**src/rtl/axil_apb_bridge_n.sv**
```systemverilog
// axil_apb_bridge_n: AXI4-Lite slave to APB4 master bridge.
// One outstanding transaction, one-hot PSEL to SLV_NUM slaves decoded from
// REGION_LO/REGION_HI (lowest matching index wins), DECERR for unmapped
// addresses, SLVERR from PSLVERR, fair read/write alternation on contention.
// Optional feature macro: AXIL_APB_TIMEOUT_EN (ACCESS-phase watchdog that
// abandons a transfer after TIMEOUT_CYC cycles with SLVERR).
module axil_apb_bridge_n #(
    parameter int SLV_NUM = 8,
    parameter logic [32*SLV_NUM-1:0] REGION_LO = {
        32'h0300_7000, 32'h0300_6000, 32'h0300_5000, 32'h0300_4000,
        32'h0300_3000, 32'h0300_2000, 32'h0300_1000, 32'h0300_0000},
    parameter logic [32*SLV_NUM-1:0] REGION_HI = {
        32'h0300_7FFF, 32'h0300_6FFF, 32'h0300_5FFF, 32'h0300_4FFF,
        32'h0300_3FFF, 32'h0300_2FFF, 32'h0300_1FFF, 32'h0300_0FFF},
    parameter int TIMEOUT_CYC = 1024
) (
    input  logic                  clk_i,
    input  logic                  rst_n_i,
    input  logic                  s_awvalid,
    output logic                  s_awready,
    input  logic [31:0]           s_awaddr,
    input  logic [2:0]            s_awprot,
    input  logic                  s_wvalid,
    output logic                  s_wready,
    input  logic [31:0]           s_wdata,
    input  logic [3:0]            s_wstrb,
    output logic                  s_bvalid,
    input  logic                  s_bready,
    output logic [1:0]            s_bresp,
    input  logic                  s_arvalid,
    output logic                  s_arready,
    input  logic [31:0]           s_araddr,
    input  logic [2:0]            s_arprot,
    output logic                  s_rvalid,
    input  logic                  s_rready,
    output logic [31:0]           s_rdata,
    output logic [1:0]            s_rresp,
    output logic [31:0]           m_paddr,
    output logic [2:0]            m_pprot,
    output logic [SLV_NUM-1:0]    m_psel,
    output logic                  m_penable,
    output logic                  m_pwrite,
    output logic [31:0]           m_pwdata,
    output logic [3:0]            m_pstrb,
    input  logic [SLV_NUM-1:0]    m_pready,
    input  logic [32*SLV_NUM-1:0] m_prdata,
    input  logic [SLV_NUM-1:0]    m_pslverr
);

    localparam logic [2:0] ST_IDLE   = 3'd0;
    localparam logic [2:0] ST_SETUP  = 3'd1;
    localparam logic [2:0] ST_ACCESS = 3'd2;
    localparam logic [2:0] ST_RESP_W = 3'd3;
    localparam logic [2:0] ST_RESP_R = 3'd4;

    localparam logic [1:0] RESP_OKAY   = 2'b00;
    localparam logic [1:0] RESP_SLVERR = 2'b10;
    localparam logic [1:0] RESP_DECERR = 2'b11;

    logic [2:0]         state_r;
    logic               last_write_r;
    logic               alive_r;
    logic [31:0]        m_paddr_r;
    logic [2:0]         m_pprot_r;
    logic [SLV_NUM-1:0] m_psel_r;
    logic               m_penable_r;
    logic               m_pwrite_r;
    logic [31:0]        m_pwdata_r;
    logic [3:0]         m_pstrb_r;
    logic               s_bvalid_r;
    logic [1:0]         s_bresp_r;
    logic               s_rvalid_r;
    logic [1:0]         s_rresp_r;
    logic [31:0]        s_rdata_r;

    logic               wr_cand_s;
    logic               rd_cand_s;
    logic               grant_w_s;
    logic               grant_r_s;
    logic [31:0]        req_addr_s;
    logic [SLV_NUM-1:0] match_s;
    logic [SLV_NUM-1:0] dec_sel_s;
    logic               dec_hit_s;
    logic               pready_s;
    logic               pslverr_s;
    logic [31:0]        prdata_s;
    logic [1:0]         acc_resp_s;
    logic               timeout_hit_s;

    // Only the selected slave's completion signals are considered.
    assign pready_s  = |(m_pready & m_psel_r);
    assign pslverr_s = |(m_pslverr & m_psel_r);

    // Arbitrate between a complete write (AW+W) and a read; readies stay low until the first clock after reset.
    always_comb begin
        wr_cand_s = s_awvalid & s_wvalid;
        rd_cand_s = s_arvalid;
        if (alive_r && (state_r == ST_IDLE)) begin
            grant_w_s = wr_cand_s & (~rd_cand_s | ~last_write_r);
            grant_r_s = rd_cand_s & (~wr_cand_s | last_write_r);
        end else begin
            grant_w_s = 1'b0;
            grant_r_s = 1'b0;
        end
        if (grant_w_s) begin
            req_addr_s = s_awaddr;
        end else begin
            req_addr_s = s_araddr;
        end
    end

    // Address decode: all matching regions, then isolate the lowest set bit.
    always_comb begin
        match_s = '0;
        for (int i = 0; i < SLV_NUM; i++) begin
            match_s[i] = (req_addr_s >= REGION_LO[32*i +: 32]) &&
                         (req_addr_s <= REGION_HI[32*i +: 32]);
        end
        dec_sel_s = match_s & (~match_s + SLV_NUM'(1));
        dec_hit_s = |match_s;
    end

    // Read data mux driven by the registered one-hot select.
    always_comb begin
        prdata_s = 32'h0000_0000;
        for (int i = 0; i < SLV_NUM; i++) begin
            prdata_s = prdata_s | (m_prdata[32*i +: 32] & {32{m_psel_r[i]}});
        end
    end

    // Completion response: slave status on PREADY, otherwise the transfer was abandoned.
    always_comb begin
        if (pready_s) begin
            acc_resp_s = pslverr_s ? RESP_SLVERR : RESP_OKAY;
        end else begin
            acc_resp_s = RESP_SLVERR;
        end
    end

`ifdef AXIL_APB_TIMEOUT_EN
    localparam logic [15:0] TMO_LAST = 16'(TIMEOUT_CYC - 1);
    logic [15:0] tmo_cnt_r;

    // The cycle that would bring the counter to TIMEOUT_CYC abandons the transfer; PREADY wins.
    assign timeout_hit_s = (state_r == ST_ACCESS) && !pready_s && (tmo_cnt_r == TMO_LAST);

    // ACCESS-phase wait counter: cleared in SETUP, counts ACCESS cycles without PREADY.
    always_ff @(posedge clk_i or negedge rst_n_i) begin
        if (!rst_n_i) begin
            tmo_cnt_r <= 16'd0;
        end else if (state_r == ST_SETUP) begin
            tmo_cnt_r <= 16'd0;
        end else if ((state_r == ST_ACCESS) && !pready_s) begin
            tmo_cnt_r <= tmo_cnt_r + 16'd1;
        end
    end
`else
    logic [15:0] tmo_unused_s;

    // Without the watchdog, ACCESS waits for PREADY indefinitely and the limit has no consumer.
    assign timeout_hit_s = 1'b0;
    assign tmo_unused_s  = 16'(TIMEOUT_CYC);
`endif

    // Transaction FSM and all registered AXI/APB outputs.
    always_ff @(posedge clk_i or negedge rst_n_i) begin
        if (!rst_n_i) begin
            state_r      <= ST_IDLE;
            last_write_r <= 1'b1;
            alive_r      <= 1'b0;
            m_paddr_r    <= 32'h0000_0000;
            m_pprot_r    <= 3'b000;
            m_psel_r     <= '0;
            m_penable_r  <= 1'b0;
            m_pwrite_r   <= 1'b0;
            m_pwdata_r   <= 32'h0000_0000;
            m_pstrb_r    <= 4'h0;
            s_bvalid_r   <= 1'b0;
            s_bresp_r    <= 2'b00;
            s_rvalid_r   <= 1'b0;
            s_rresp_r    <= 2'b00;
            s_rdata_r    <= 32'h0000_0000;
        end else begin
            alive_r <= 1'b1;
            case (state_r)
                ST_IDLE: begin
                    if (grant_w_s || grant_r_s) begin
                        last_write_r <= grant_w_s;
                        m_paddr_r    <= req_addr_s;
                        m_pprot_r    <= grant_w_s ? s_awprot : s_arprot;
                        m_pwrite_r   <= grant_w_s;
                        m_pstrb_r    <= grant_w_s ? s_wstrb : 4'h0;
                        if (grant_w_s) begin
                            m_pwdata_r <= s_wdata;
                        end
                        if (dec_hit_s) begin
                            m_psel_r <= dec_sel_s;
                            state_r  <= ST_SETUP;
                        end else if (grant_w_s) begin
                            s_bvalid_r <= 1'b1;
                            s_bresp_r  <= RESP_DECERR;
                            state_r    <= ST_RESP_W;
                        end else begin
                            s_rvalid_r <= 1'b1;
                            s_rresp_r  <= RESP_DECERR;
                            s_rdata_r  <= 32'h0000_0000;
                            state_r    <= ST_RESP_R;
                        end
                    end
                end
                ST_SETUP: begin
                    m_penable_r <= 1'b1;
                    state_r     <= ST_ACCESS;
                end
                ST_ACCESS: begin
                    if (pready_s || timeout_hit_s) begin
                        m_psel_r    <= '0;
                        m_penable_r <= 1'b0;
                        if (m_pwrite_r) begin
                            s_bvalid_r <= 1'b1;
                            s_bresp_r  <= acc_resp_s;
                            state_r    <= ST_RESP_W;
                        end else begin
                            s_rvalid_r <= 1'b1;
                            s_rresp_r  <= acc_resp_s;
                            s_rdata_r  <= pready_s ? prdata_s : 32'h0000_0000;
                            state_r    <= ST_RESP_R;
                        end
                    end
                end
                ST_RESP_W: begin
                    if (s_bready) begin
                        s_bvalid_r <= 1'b0;
                        state_r    <= ST_IDLE;
                    end
                end
                ST_RESP_R: begin
                    if (s_rready) begin
                        s_rvalid_r <= 1'b0;
                        state_r    <= ST_IDLE;
                    end
                end
                default: begin
                    state_r     <= ST_IDLE;
                    m_psel_r    <= '0;
                    m_penable_r <= 1'b0;
                    s_bvalid_r  <= 1'b0;
                    s_rvalid_r  <= 1'b0;
                end
            endcase
        end
    end

    assign s_awready = grant_w_s;
    assign s_wready  = grant_w_s;
    assign s_arready = grant_r_s;
    assign s_bvalid  = s_bvalid_r;
    assign s_bresp   = s_bresp_r;
    assign s_rvalid  = s_rvalid_r;
    assign s_rresp   = s_rresp_r;
    assign s_rdata   = s_rdata_r;
    assign m_paddr   = m_paddr_r;
    assign m_pprot   = m_pprot_r;
    assign m_psel    = m_psel_r;
    assign m_penable = m_penable_r;
    assign m_pwrite  = m_pwrite_r;
    assign m_pwdata  = m_pwdata_r;
    assign m_pstrb   = m_pstrb_r;

endmodule

```
**config.mk**
```make
export PLATFORM = sky130hd
export DESIGN_NAME = axil_apb_bridge_n
export DESIGN_NICKNAME = d
export VERILOG_FILES = /design/src/rtl/axil_apb_bridge_n.sv
export SDC_FILE = /design/constraint.sdc
export NUM_CORES = 1
export LEC_CHECK = 0
export CAP_MARGIN = 20
export CORE_AREA = 2 2 198 200
export DETAILED_ROUTE_END_ITERATION = 16
export DIE_AREA = 0 0 200 202
export DONT_BUFFER_PORTS = 1
export PLACE_DENSITY = 0.3
export SLEW_MARGIN = 15
export SYNTH_ARGS = -nofsm -noshare
export SYNTH_HDL_FRONTEND = slang
export SYNTH_SLANG_ARGS = --single-unit
```
**constraint.sdc**
```tcl
create_clock -name clk_i -period 4.6 [get_ports clk_i]
set_input_delay 0.46 -clock clk_i [delete_from_list [all_inputs] [get_ports clk_i]]
set_output_delay 0.46 -clock clk_i [all_outputs]
set_load 0.02 [all_outputs]
```
* After elaboration in Yosys (flattened, before gate mapping)
Index checks and enable logic that the tools add are counted. Widths: inputs -> output; s select.
Cells by class: add/subtract/negate cells 1, multipliers 0, div/mod/pow operators 0, magnitude comparators 16, equal/unequal tests 14, shifts and indexed selects 0, multiplexer cells 52, bitwise logic cells 31, reductions and logical operators 28
Operator list (count):
- $and 32x32->32 | 8
- $ge 32x26->1 const B | 8
- $le 32x26->1 const B | 8
- $or 32x32->32 | 7
- $mux 32 | 6
- $pmux 32 s2 | 1
- $and 8x8->8 | 3
- $mux 3 | 8
- $mux 8 | 3
- $pmux 8 s3 | 1
- $reduce_or 8->1 | 3
- $mux 2 | 11
- $ne 2x2->1 const B | 9
- $mux 1 | 15
- $pmux 3 s5 | 1
- $reduce_and 7->1 | 2
- $reduce_and 6->1 | 2
- $logic_and 1x1->1 | 9
- $add 8x1->8 const B | 1
- $not 8->8 | 1
- $pmux 1 s4 | 2
- $pmux 2 s2 | 2
- $reduce_and 4->1 | 2
- $not 1->1 | 7
- 15 further kinds | 22
Storage, ports and cells: register bits after elaboration 124, latch bits 0, memory bits (writable) 0, bits in read-only memories 0, input port bits 385, output and inout bits 122, logic and storage cells 157, memories 0

* Logic depth before layout (Yosys ltp)
depth in word-level cells 13, gate-level depth with buffers 7, gate-level depth less buffers 6

* Least setup slack after synthesis
Ideal clock, no wire load.
path kind register to output, from reg state_r[0], to out s_wready, arrival 2.213 ns, required time 4.140 ns, setup slack 1.927 ns, cell stages (with the launch flop) 7, path buffers 3, cells stage by stage dfrtp_1 -> nor4b_2 -> nand3_1 -> inv_2 -> clkbuf_1 -> clkbuf_1 -> buf_4
Between the ends: longest elaborated chain between the ends 3
RTL lines:
- start, declared | RTL line 60 | logic [2:0] state_r;
- start signal, assigned | RTL line 168 | state_r <= ST_IDLE;
- start signal, assigned | RTL line 198 | state_r <= ST_SETUP;
- start signal, assigned | RTL line 202 | state_r <= ST_RESP_W;
- $logic_not 3->1 | RTL line 98 | if (alive_r && (state_r == ST_IDLE)) begin
- $logic_and 1x1->1 | RTL line 98
- $mux 1 | RTL line 98
- end, declared | RTL line 24 | output logic s_wready,
Every way passes these cells.

* Final worst setup path
from reg state_r[2], to reg s_rdata_r[0] (netlist: s_rdata[0])
Between the ends: longest elaborated chain between the ends 9, elaborated cells on any way between the ends 40, those cells by class order compare: 16; eq/ne: 6; mux: 4; reduce/logical: 14
RTL lines:
- $logic_not 3->1 | RTL line 98, 185
- $logic_and 1x1->1 | RTL line 98
- $mux 1 | RTL line 98
- $mux 32 | RTL line 105 | if (grant_w_s) begin
- $ge 32x26->1 or $le 32x26->1 (tied branches) | RTL line 116, 117
- $logic_and 1x1->1 | RTL line 116 | match_s[i] = (req_addr_s >= REGION_LO[32*i +: 32]) &&
- $reduce_or 8->1 | RTL line 120 | dec_hit_s = |match_s;
- $ne 2x2->1 (no source line)
- $reduce_and 6->1 (no source line)
- end signal, assigned | RTL line 226 | s_rdata_r <= pready_s ? prdata_s : 32'h0000_0000;
- end, declared | RTL line 74 | logic [31:0] s_rdata_r;
Several ways; a longest one is shown, not always the timed one. A chain may end at the register's enable or synchronous reset.

==> run_results.csv <==
group,metric,value,unit
sta,fin_crit_sh,71.9,%
floorplan,coreArea,38300,µm²
logic_synthesis,synthCells,722,
finish,fillerInstances,4181,
logic_synthesis,synth_commonest_cells,"nand2_1, a22oi_1, dfrtp_1",
logic_synthesis,netlist.area_leader.share,44.3,%
logic_synthesis,yosys.cell_types.count,58,
critical_path,crit_path_end_kind,"flop",
logic_synthesis,synthArstFlopShare,100,%
critical_path,worstSetupStartpoint,"state_r[2]",
sta,setup_viol,0,
logic_synthesis,ys_seq_elements,124,
logic_synthesis,yosys-top-cells-area,"dfrtp_1, a22oi_1, nand2_1",
critical_path,critPathRequiredTime,4.91,ns
drt,drcViolationCount,0,
logic_synthesis,synth_edf_count,0,
finish,area_growth,15.9,%
grt,grt_antenna_before_repair,8,
run_status,status,"complete, no violations",
logic_synthesis,synth_fp_nets,1107,
logic_synthesis,yosysSeqAreaShare,44.7,%
sta,tns,0,ns
pwr,ir_drop,258,µV
clock_network,clk_pin_slew_worst_paths,0.06,ns
place,numPortBuffers,0,
grt,grt_max_degree,125,
floorplan,rows,72,
pwr,finalPower,4550,µW
drt,post_drt_wl_per_cell,27.3,µm
floorplan,ios,507,
clock_network,clkLatencyLatePin,0.43,ns
critical_path,crit_fanout,36,
finish,layout.nets,1077,
critical_path,cp_slowest_cell,"nor4b_2",
critical_path,cp_num_buf_inv,1,
logic_synthesis,synth_flop_cell,"dfrtp_1",
grt,grt_first_pass_wirelength,46.1,mm
place,gp_congestion,0.844,
sta,slew_violations,0,
clock_network,clock_path_buffers,2,
grt,grt_pass1_vias,6562,
worst_hold_path,hold_class,"in2async",
floorplan,die_h,202,µm
clock_network,htree_levels,4,
drt,first_pass_iters,5,
critical_path,worst_setup_path_start_kind,"flop",
floorplan,start_util,18.1,%
logic_synthesis,synth.avg_cell_area,9.62,µm²
clock_network,clkSinkCount,124,
drt,drt_wl_total,33.6,mm
floorplan,die_area,40400,µm²
grt,track_usage,16.0,%
clock_network,tritoncts,"done",
critical_path,critPathTopFamily,"compound AO/OA/AOI/OAI gates",
grt,grt_overflow,0,
finish,multiInputGateArea,3540,µm²
drt,routed_via_density,5.00,
sta,fin_skew,0.0120,ns
sta,relSlewSlack,35.3,%
sta,tightest_slew,0.964,ns
clock_network,numCtsBuffers,17,
finish,drive_gt1_share,10.1,%
drt,route.vias.total,6145,
finish,ff_latch_area,3110,µm²
logic_synthesis,syn_area,6940,µm²
pwr,p_per_area,565,nW/µm²
job,maxCapViolCount,0,
drt,drt_iter0_markers,311,
sta,timing.fmax,302,MHz
sta,hold_violations,0,
critical_path,r2r-start,"state_r[2]",
sta,rsz0062_at_grt,"no",
drt,antenna_left,0,
critical_path,slowest_delay,0.55,ns
logic_synthesis,synth_top_area_cell,"dfrtp_1",
pwr,p_leak,0.00314,µW
logic_synthesis,synth_warnings,0,
floorplan,chipWidth,200,µm
logic_synthesis,yosys.cell_count.top_type,"nand2_1",
critical_path,critical_path_class,"reg2reg",
place,dp.final_hpwl,25.6,mm
sta,min_period,3.31,ns
clock_network,clockRootBuffer,"clkbuf_16",
critical_path,crit_chain,"nor4b_2 -> o21ai_1 -> a22o_1 -> a2111oi_4 -> buf_4 -> mux2_2",
critical_path,critPathArrivalTime,3.61,ns
cells in the final DEF (no fill, tap or decap), types with 5 or more instances in the layout:
cell / n
clkinvlp_4: 5
o21ai_0: 42
nand2_1: 145
mux2_2: 9
nor3_1: 5
clkbuf_16: 17
dfrtp_1: 115
a41oi_1: 32
nor4_1: 8
diode_2: 7
a22o_1: 7
mux2_1: 27
buf_4: 11
a21oi_1: 5
a22oi_1: 133
mux2i_1: 43
inv_1: 11
dfrtp_2: 8
nor2_1: 6
final cells by class:
class                   count  area share, %
repair buffers             13           1.62
diodes                      7          0.218
clock buffers              21           5.97
multi-input cells         524           44.1
clock inverters             9          0.809
flip-flops and latches    124           38.7
well taps                 518           8.05
inverters                  12          0.575
logic make-up after synthesis:
kind of cell           synth area share [%]
AOI/OAI and AO/OA                      26.5
and+or+nand+nor                        12.4
DFF                                    44.7
muxes                                  12.0
buffers and inverters                  4.36
other                                0.0540
final timing paths:
| kind | depth (start not counted) | end | slack (ns) |
|---|---|---|---|
| max in group asynchronous | 1 | m_psel[0] | 4.02 |
| max reg2reg | 6 | s_rdata[0] | 1.29 |
| min reg2reg | 2 | last_write_r | 0.47 |
| min in group clk_i | 2 | m_pwdata[28] | 0.14 |
| max | 6 | s_rdata[0] | 1.29 |
| min | 1 | m_pwdata[30] | 0.008 |
registers in the layout, indices dropped and copies added, names as in the netlist:
name / flops
state_r: 3
m_pwdata: 32
last_write_r: 1
m_penable: 1
m_pprot: 3
s_rresp: 2
m_pstrb: 4
s_bresp: 2
m_paddr: 32
s_rdata: 32
m_pwrite: 1
s_rvalid: 1
m_psel: 8
alive_r: 1
s_bvalid: 1
worst register-to-register path, cell delays in order (launching register included):
cell and delay [ns]:
dfrtp_1 0.54, nor4b_2 0.56, o21ai_1 0.46, a22o_1 0.36
a2111oi_4 0.28, buf_4 0.50, mux2_2 0.48
per-stage QoR:
step / hold WS, ns / std cells / utilization, % / setup WS [ns] / instance area, µm²
after floorplan: 0.164 / 722 / - / 1.93 / 6940
after global placement: 0.169 / 1190 / 19.5 / 1.39 / 7460
after detailed placement: 0.168 / 1190 / 19.5 / 1.34 / 7460
after CTS: 0.0310 / 1221 / 21.0 / 1.30 / 8030
after global routing: 0.0335 / 1228 / 21.0 / 1.11 / 8050
final: 0.00819 / 1228 / 21.0 / 1.29 / 8050
per-layer routing:
| metal | global-route usage (%) | vias to the layer above | part of all wire (%) |
|---|---|---|---|
| met5 | 0 | - | 0 |
| met4 | 6.80 | 0 | 1.6 |
| met3 | 6.22 | 19 | 9.7 |
| met2 | 28.2 | 382 | 52 |
| met1 | 16.8 | 3059 | 36 |
| li1 | - | 2685 | - |
power by group:
group / total [µW] / internal [µW] / leakage, µW / switching (µW)
sequential: 2230 / 1450 / 0.00158 / 777
combinational: 1040 / 429 / 0.00130 / 613
clock: 1280 / 740 / 0.000256 / 539
total: 4550 / 2620 / 0.00314 / 1930
timing repair:
item / in CTS / in global routing
resized for setup: 0 / 0
setup buffers: 0 / 0
hold buffers: 1 / 0
hold endpoints to repair: 124 / 0
setup endpoints to repair: 0 / 0
Power figures use the tool's default switching activity.
